### src/rtl/toggle_hs_pkg.sv
// Shared types and constants for the toggle-handshake pulse crossing.
package toggle_hs_pkg;

  typedef enum logic {ST_IDLE, ST_WAIT} t_tx_state;

  localparam int unsigned C_MIN_STAGES = 2;

endpackage

### src/rtl/ack_synchronizer.sv
// Brings the remote acknowledge level into the local clock domain and
// flags each change of the synchronized level for one cycle.
module ack_synchronizer
  import toggle_hs_pkg::*;
#(
  parameter int unsigned G_STAGES = C_MIN_STAGES
) (
  input  logic i_clk,
  input  logic i_rst_n,
  input  logic i_async,
  output logic o_level,
  output logic o_edge
);

  logic [G_STAGES-1:0] sync_q;
  logic                last_q;

  always_ff @(posedge i_clk) begin
    if (!i_rst_n) begin
      sync_q <= '0;
      last_q <= 1'b0;
    end else begin
      sync_q <= {sync_q[G_STAGES-2:0], i_async};
      last_q <= sync_q[G_STAGES-1];
    end
  end

  assign o_level = sync_q[G_STAGES-1];
  assign o_edge  = sync_q[G_STAGES-1] ^ last_q;

endmodule

### src/rtl/toggle_handshake_tx.sv
// Source side of the toggle pulse crossing: queues event pulses and issues
// them one at a time as request toggles, each held until acknowledged.
module toggle_handshake_tx
  import toggle_hs_pkg::*;
#(
  parameter int unsigned G_STAGES = 2,
  parameter int unsigned G_CNT_W  = 4
) (
  input  logic               i_clk,
  input  logic               i_rst_n,
  input  logic               i_pulse,
  input  logic               i_ack_toggle,
  output logic               o_req_toggle,
  output logic               o_done,
  output logic               o_overflow,
  output logic               o_protocol_err,
  output logic [G_CNT_W-1:0] o_pending,
  output logic               o_busy
);

  localparam logic [G_CNT_W-1:0] C_CNT_MAX = '1;

  if (G_STAGES < C_MIN_STAGES) begin : g_bad_stages
    $error("toggle_handshake_tx: G_STAGES must be at least %0d", C_MIN_STAGES);
  end

  t_tx_state          state_q;
  logic               req_q;
  logic               done_q;
  logic               ovf_q;
  logic               err_q;
  logic               busy_q;
  logic [G_CNT_W-1:0] pend_q;
  logic [G_CNT_W-1:0] pend_d;
  logic               busy_d;
  logic               ack_level;
  logic               ack_edge;
  logic               dec_c;
  logic               issue_c;
  logic               ovf_c;

  ack_synchronizer #(
    .G_STAGES (G_STAGES)
  ) u_ack_sync (
    .i_clk   (i_clk),
    .i_rst_n (i_rst_n),
    .i_async (i_ack_toggle),
    .o_level (ack_level),
    .o_edge  (ack_edge)
  );

  // Counter next value; an ack edge seen while idle blocks issue for that cycle.
  always_comb begin
    dec_c   = (state_q == ST_WAIT) && (ack_level == req_q);
    issue_c = (state_q == ST_IDLE) && !ack_edge && (pend_q != '0);
    ovf_c   = i_pulse && !dec_c && (pend_q == C_CNT_MAX);
    pend_d  = pend_q;
    if (i_pulse && !dec_c && !ovf_c) begin
      pend_d = pend_q + G_CNT_W'(1);
    end else if (dec_c && !i_pulse) begin
      pend_d = pend_q - G_CNT_W'(1);
    end
    busy_d  = issue_c || ((state_q == ST_WAIT) && !dec_c) || (pend_d != '0);
  end

  always_ff @(posedge i_clk) begin
    if (!i_rst_n) begin
      state_q <= ST_IDLE;
      req_q   <= 1'b0;
      pend_q  <= '0;
      done_q  <= 1'b0;
      ovf_q   <= 1'b0;
      err_q   <= 1'b0;
      busy_q  <= 1'b0;
    end else begin
      done_q <= 1'b0;
      err_q  <= 1'b0;
      ovf_q  <= ovf_c;
      pend_q <= pend_d;
      busy_q <= busy_d;
      case (state_q)
        ST_IDLE: begin
          if (ack_edge) begin
            err_q <= 1'b1;
          end else if (issue_c) begin
            req_q   <= ~req_q;
            state_q <= ST_WAIT;
          end
        end
        ST_WAIT: begin
          if (dec_c) begin
            done_q  <= 1'b1;
            state_q <= ST_IDLE;
          end
        end
      endcase
    end
  end

  assign o_req_toggle   = req_q;
  assign o_done         = done_q;
  assign o_overflow     = ovf_q;
  assign o_protocol_err = err_q;
  assign o_pending      = pend_q;
  assign o_busy         = busy_q;

endmodule

### config.mk
export PLATFORM = sky130hd
export DESIGN_NAME = toggle_handshake_tx
export DESIGN_NICKNAME = d
export VERILOG_FILES = /design/src/rtl/toggle_hs_pkg.sv /design/src/rtl/ack_synchronizer.sv /design/src/rtl/toggle_handshake_tx.sv
export SDC_FILE = /design/constraint.sdc
export NUM_CORES = 1
export LEC_CHECK = 0
export ABC_CLOCK_PERIOD_IN_PS = 1600
export BUFFER_PORTS_ARGS = -buffer_cell sky130_fd_sc_hd__clkbuf_2
export CAP_MARGIN = 20
export CORE_MARGIN = 2
export CORE_UTILIZATION = 46
export DETAILED_ROUTE_END_ITERATION = 12
export GPL_ROUTABILITY_DRIVEN = 0
export PLACE_DENSITY = 0.71
export SLEW_MARGIN = 20
export SYNTH_ARGS = -nofsm -noshare
export SYNTH_HDL_FRONTEND = slang
export SYNTH_SLANG_ARGS = --single-unit
### constraint.sdc
create_clock -name i_clk -period 1.6 [get_ports i_clk]
set_input_delay 0.32 -clock i_clk [delete_from_list [all_inputs] [get_ports i_clk]]
set_output_delay 0.32 -clock i_clk [all_outputs]
set_load 0.005 [all_outputs]
==> results.toml, run 1 <==
[run_status]
status = "finished with violations"
violations_in_the_final_reports = "setup timing"

[timing]
crit_share_post_route = 1.04
final.min_clock_period_ns = 1.67
setup_viol_count_final = 1
finalHoldViolations = 0
final.setup_skew_ns = 0.000306
worst-slew-pin-transition_ns = 0.437
timing.max_slew.rel_slack = 0.707
maxSlewViolCount = 0
fmaxAchievable_mhz = 598
rsz_0062_raised_after_global_routing = "true"
post-route-worst-setup-slack_ns = -0.0715

[logic_synthesis]
async_sr_flop_fraction = 0
area_fraction_in_compound_gates_after_synthesis = 0.177
synth_most_common_cell = "sky130_fd_sc_hd__dfxtp_1"
synth_edf_count = 0
yosys.area.top_type_share = 0.396
top_reg_cell_synth = "sky130_fd_sc_hd__dfxtp_1"
dominant_combinational_cell_family_by_area_after_synthesis = "simple AND/OR/NAND/NOR gates"
synth-adder-area-share = 0.0381
yosys.area_share.simple = 0.223
syn_area_um2 = 657
ys_seq_elements = 13
post_synth_xor_area_fraction = 0.0648
yosysWarningCount = 0
synth.cells.most_frequent = "sky130_fd_sc_hd__dfxtp_1 (13), sky130_fd_sc_hd__inv_1 (6), sky130_fd_sc_hd__a21oi_1 (5), sky130_fd_sc_hd__nor2_1 (5), sky130_fd_sc_hd__and2_1 (4)"
synth_fp_nets = 75
synthDominantAreaCellType = "sky130_fd_sc_hd__dfxtp_1"
post_synth_num_cell_types = 35
sequential_element_share_of_the_synthesized_area = 0.396
yosys-mux-area-fraction = 0.0476
post_synth_inst_count = 69
syn_area_per_cell_um2 = 9.52
synth_top_cells_by_area = "sky130_fd_sc_hd__dfxtp_1 (40%), sky130_fd_sc_hd__a21oi_1 (3.8%), sky130_fd_sc_hd__and2_1 (3.8%)"

[clocking]
clock_sinks = 13
library_cell_used_as_clock_root_buffer = "sky130_fd_sc_hd__clkbuf_4"
insertion_delay_ns = 0.28
post-cts-setup-buffers = 0
cts_tree = "yes"
cts_inserted_buffers = 3
h-tree-depth = 1
worst_setup_hold_path_clk_slew_ns = 0.08
cts_hold_buffers = 0
ctsLongestPathBuffers = 2

[route]
viasPerCell = 5.19
detail-route-antenna-nets = 0
post-route-drc-count = 0
detailedRoute.firstPassIterationCount = 4
initialDrtViolationCount = 5
num_vias = 597
routed_wl_mm = 1.47
avgRoutedWirePerCell_um = 12.8

[job]
maxCapViolations = 0

[die]
die_w_um = 41.8
die_area_um2 = 1750
num_rows = 13
fp.coreArea_um2 = 1320
start_util = 0.499
chipHeight_um = 41.8
ioPinCount = 13

[global_route]
global_route_wire_length_before_repair_mm = 2.57
grt_max_degree = 11
track_usage = 0.194
overflow = 0
first_global_vias = 599
antenna_found_initial = 0

[finish]
register_area_um2 = 270
antennaDiodeCount = 0
layout.filler_cells = 90
multiInputGateArea_um2 = 420
post_layout_nonfiller_instances = 115
fin_nets = 107
syn2layout_area_growth_pct = 44.0
final_layout_size_suffix_gt1_frac = 0.550

[power_and_ir_drop]
p_int_w = 0.000913
irDropWorstVdd_uv = 819
power.share.switching = 0.363
power_density_nw_per_um2 = 1510
p_comb_frac = 0.504
power.sequential.fraction = 0.349
power_switching_w = 0.000519
power.leakage_nw = 0.444
p_clk_frac = 0.147

[place]
placedCellCount = 111
detailedPlacementHpwl_mm = 1.09
pre_cts_ws_ns = -0.113
port_buffers = 12

[critical_path]
timing.critical_path.fanout_max = 5
critical_path_required_ns = 1.77
critPathArrivalTime_ns = 1.84
timing.critical_path.slowest_stage_cell = "sky130_fd_sc_hd__dfxtp_4"
critical_path.startpoint_type = "register"
critical_path.max_stage_delay_ns = 0.37
critPathCaptureType = "register"
cp_cell_sequence = "ha_4 -> and3_4 -> or3_4 -> a21oi_2 -> o21bai_1 -> o41a_1"
path_class = "register to register"

[min_path]
timing.hold.worst.class = "input pin to register"
-- path summary, 6_finish.rpt --
kind	start	endpoint	slack, ns	depth (start not counted)
max	o_pending[1]	o_busy	-0.07	6
max reg2reg	o_pending[1]	o_busy	-0.07	6
min	i_ack_toggle	u_ack_sync.sync_q[0]	0.24	2
min reg2reg	u_ack_sync.sync_q[0]	u_ack_sync.sync_q[1]	0.44	1
-- placed cells by master, fill, tap and decap left out, drive strengths merged --
master,instances
o21ai,1
nor3b,1
dfxtp,13
clkbuf,16
and3,4
ha,2
nor4,1
nand2,2
a211oi,1
and2,6
a21oi,5
nor2,5
and2b,1
a41o,2
nor3,1
mux2i,2
xor2,1
or3,1
o41a,1
o21a,1
nand3,1
o31ai,1
and4,1
buf,17
xnor2,3
a311oi,2
inv,6
mux2,1
o21bai,1
-- cells by family after synthesis --
family                     after synthesis
and+or+nand+nor                         24
AOI/OAI and AO/OA                       15
DFF                                     13
buffers and inverters                    8
xor gates and xnor gates                 4
muxes                                    3
adders and majority gates                2
-- registers in the layout, indices dropped and copies added, names as in the netlist --
register and flops:
o_done 1, o_protocol_err 1, o_overflow 1, state_q 1
o_pending 4, o_busy 1, u_ack_sync.sync_q 2, u_ack_sync.last_q 1
o_req_toggle 1
-- power by group through the flow --
stage	registers [W]	logic [W]	clock network (W)
6_report	0.000499	0.000721	0.000211
5_1_grt	0.000515	0.000795	0.000227
4_1_cts	0.000496	0.000685	0.000217
3_5_place_dp	0.000493	0.000667	0
3_3_place_gp	0.000492	0.000657	0
2_1_floorplan	0.000483	0.000396	0
-- per-layer routing --
layer | vias up | wire, µm | global-route usage
met5 | - | 0 | 0
met4 | 0 | 32 | 0.123
met3 | 6 | 58 | 0.0522
li1 | 306 | - | -
met1 | 272 | 687 | 0.228
met2 | 13 | 696 | 0.309
-- worst max-delay path, delay by kind of cell, from the launching register on --
kind / cells / cell delay [ns]
compound gates: 3 / 0.53
flops: 1 / 0.37
simple gates: 2 / 0.51
fa+ha+maj: 1 / 0.16
-- area by class of cell --
| type | count | area share |
|---|---|---|
| Clock buffer | 4 | 0.0278 |
| Multi-Input combinational cell | 48 | 0.444 |
| Tap cell | 15 | 0.0198 |
| Inverter | 6 | 0.0238 |
| Timing Repair Buffer | 29 | 0.198 |
| Sequential cell | 13 | 0.286 |
-- per-stage QoR --
step	power (W)	util	hold slack (ns)	TNS, ns	cell area, µm²
final	0.00143	0.718	0.245	-0.0715	946
after global routing	0.00154	0.718	0.248	-0.100	946
after CTS	0.00140	0.701	0.242	-0.0500	923
after detailed placement	0.00116	0.667	0.425	-0.113	878
after global placement	0.00115	0.667	0.415	-0.103	878
after floorplan	0.000878	-	0.412	0	684
-- what timing repair did --
item,in CTS,in global routing
pin swaps,1,0
endpoints found under the setup margin,1,1
resized for setup,4,4
(Power assumes the default switching activity.)
==> run 2: changes to the inputs <==
Settings changed: MAX_ROUTING_LAYER set to met4.
==> run 2 against run 1 <==
- the run still ends with setup timing left
- core utilization unchanged
- global-route usage increased by 0.54 points
- die area unchanged
- clock-buffer cell count unchanged
- design area unchanged
==> results.toml, run 2 (synthesized netlist as in run 1, its figures left out) <==
[run_status]
status = "finished with violations"
violations_in_the_final_reports = "setup timing"

[critical_path]
critical_path.startpoint_type = "register"
path_class = "register to register"
timing.critical_path.slowest_stage_cell = "sky130_fd_sc_hd__dfxtp_4"
r2r_end = "o_busy"
critPathCaptureType = "register"
critical_path.max_stage_delay_ns = 0.37
timing.critical_path.fanout_max = 5
cp_cell_sequence = "ha_4 -> and3_4 -> or3_4 -> a21oi_2 -> o21bai_1 -> o41a_1"
ff2ff_setup_slack_ns = -0.07
critPathArrivalTime_ns = 1.84
worst_r2r_startpoint = "o_pending[1]"
critical_path_required_ns = 1.77
timing.critical_path.from = "o_pending[1]"
worstRegToRegCells = 6

[timing]
crit_share_post_route = 1.04
post-route-worst-setup-slack_ns = -0.0715
setup_viol_count_final = 1
maxSlewViolCount = 0
fmaxAchievable_mhz = 598
timing.max_slew.rel_slack = 0.707
final.min_clock_period_ns = 1.67
worst-slew-pin-transition_ns = 0.437
finalHoldViolations = 0
rsz_0062_raised_after_global_routing = "true"
worst_hold_slack_ns = 0.245
final.setup_skew_ns = 0.000305

[route]
detail-route-antenna-nets = 0
avgRoutedWirePerCell_um = 12.8
detailedRoute.firstPassIterationCount = 4
num_vias = 602
initialDrtViolationCount = 7
viasPerCell = 5.23
routed_wl_mm = 1.48
post-route-drc-count = 0

[clocking]
ctsLongestPathBuffers = 2
cts_inserted_buffers = 3
clock_sinks = 13
cts_hold_buffers = 0
insertion_delay_ns = 0.28
library_cell_used_as_clock_root_buffer = "sky130_fd_sc_hd__clkbuf_4"
worst_setup_hold_path_clk_slew_ns = 0.08
post-cts-setup-buffers = 0
h-tree-depth = 1
cts_tree = "yes"

[global_route]
first_global_vias = 596
global_route_wire_length_before_repair_mm = 2.57
track_usage = 0.200
antenna_found_initial = 0
grt_max_degree = 11
overflow = 0

[finish]
final_layout_size_suffix_gt1_frac = 0.550
fin_nets = 107
final_cell_mix = "sky130_fd_sc_hd__buf_4 (17), sky130_fd_sc_hd__clkbuf_2 (12), sky130_fd_sc_hd__dfxtp_1 (9)"
finalInstanceArea_um2 = 946
largest_register_ff_count = 4
layout.cells.most_common = "sky130_fd_sc_hd__buf_4"
syn2layout_area_growth_pct = 44.0
antennaDiodeCount = 0

[job]
maxCapViolations = 0

[place]
postPlaceCellArea_um2 = 878
pre_cts_ws_ns = -0.113
detailedPlacementHpwl_mm = 1.09
port_buffers = 12

[die]
ioPinCount = 13
die_w_um = 41.8
start_util = 0.499
die_area_um2 = 1750
num_rows = 13
chipHeight_um = 41.8
fp.coreArea_um2 = 1320

[power_and_ir_drop]
power.leakage_nw = 0.444
p_int_w = 0.000913
power_switching_w = 0.000518
power.sequential.fraction = 0.349
irDropWorstVdd_uv = 819
power.share.switching = 0.362
post-layout-total-power_w = 0.00143
power_density_nw_per_um2 = 1510
p_comb_frac = 0.504
p_clk_frac = 0.147

[min_path]
holdPathStages = 2
worst_hold_path.endpoint = "u_ack_sync.sync_q[0]"
min_from = "i_ack_toggle"
timing.hold.worst.class = "input pin to register"
[run 2: cell counts in the layout (fill, tap and decap cells not counted)]
No cell type changed its count.
[run 2: worst max-delay path by stage]
stage	cells past startpoint	slack [ns]	end
final	6	-0.07	o_busy
after global routing	6	-0.10	o_busy
after CTS	6	-0.05	o_busy
after detailed placement	5	-0.11	o_busy
after global placement	5	-0.10	o_busy
after floorplan	6	0.001	o_busy
[run 2: critical path, delay by kind of cell (launching register included)]
kind,cells,cell delay [ns]
AO/OA/AOI/OAI,3,0.53
flip-flops,1,0.37
AND/OR/NAND/NOR,2,0.51
adder cells (fa/ha/maj),1,0.16
[run 2: repair_timing]
item                       4_1_cts  5_1_grt
setup endpoints to repair        1        1
pin swaps                        1        0
gates resized for setup          4        4
[run 2: area by class of cell]
class                           instances  area [µm²]
Clock buffer                            4        26.3
Fill cell                              90         372
Inverter                                6        22.5
Multi-Input combinational cell         48         420
Sequential cell                        13         270
Tap cell                               15        18.8
Timing Repair Buffer                   29         188
[run 2: power groups by stage]
stage	Combinational, W	Clock (W)	Sequential, W
4_1_cts	0.000685	0.000217	0.000496
2_1_floorplan	0.000396	0	0.000483
3_5_place_dp	0.000667	0	0.000493
5_1_grt	0.000795	0.000227	0.000515
6_report	0.000721	0.000211	0.000499
3_3_place_gp	0.000657	0	0.000492
[run 2: stage by stage]
stage / setup TNS [ns] / util / cells
after floorplan: 0 / - / 69
after global placement: -0.103 / 0.667 / 111
after detailed placement: -0.113 / 0.667 / 111
after CTS: -0.0500 / 0.701 / 115
after global routing: -0.100 / 0.718 / 115
final: -0.0715 / 0.718 / 115
[run 2: routing by layer]
| metal | global-route usage | vias up | share of wire | wire (µm) |
|---|---|---|---|---|
| li1 | - | 306 | - | - |
| met1 | 0.228 | 277 | 0.47 | 691 |
| met2 | 0.309 | 13 | 0.47 | 693 |
| met3 | 0.0522 | 6 | 0.039 | 58 |
| met4 | 0.123 | 0 | 0.022 | 32 |
| met5 | - | - | 0 | 0 |
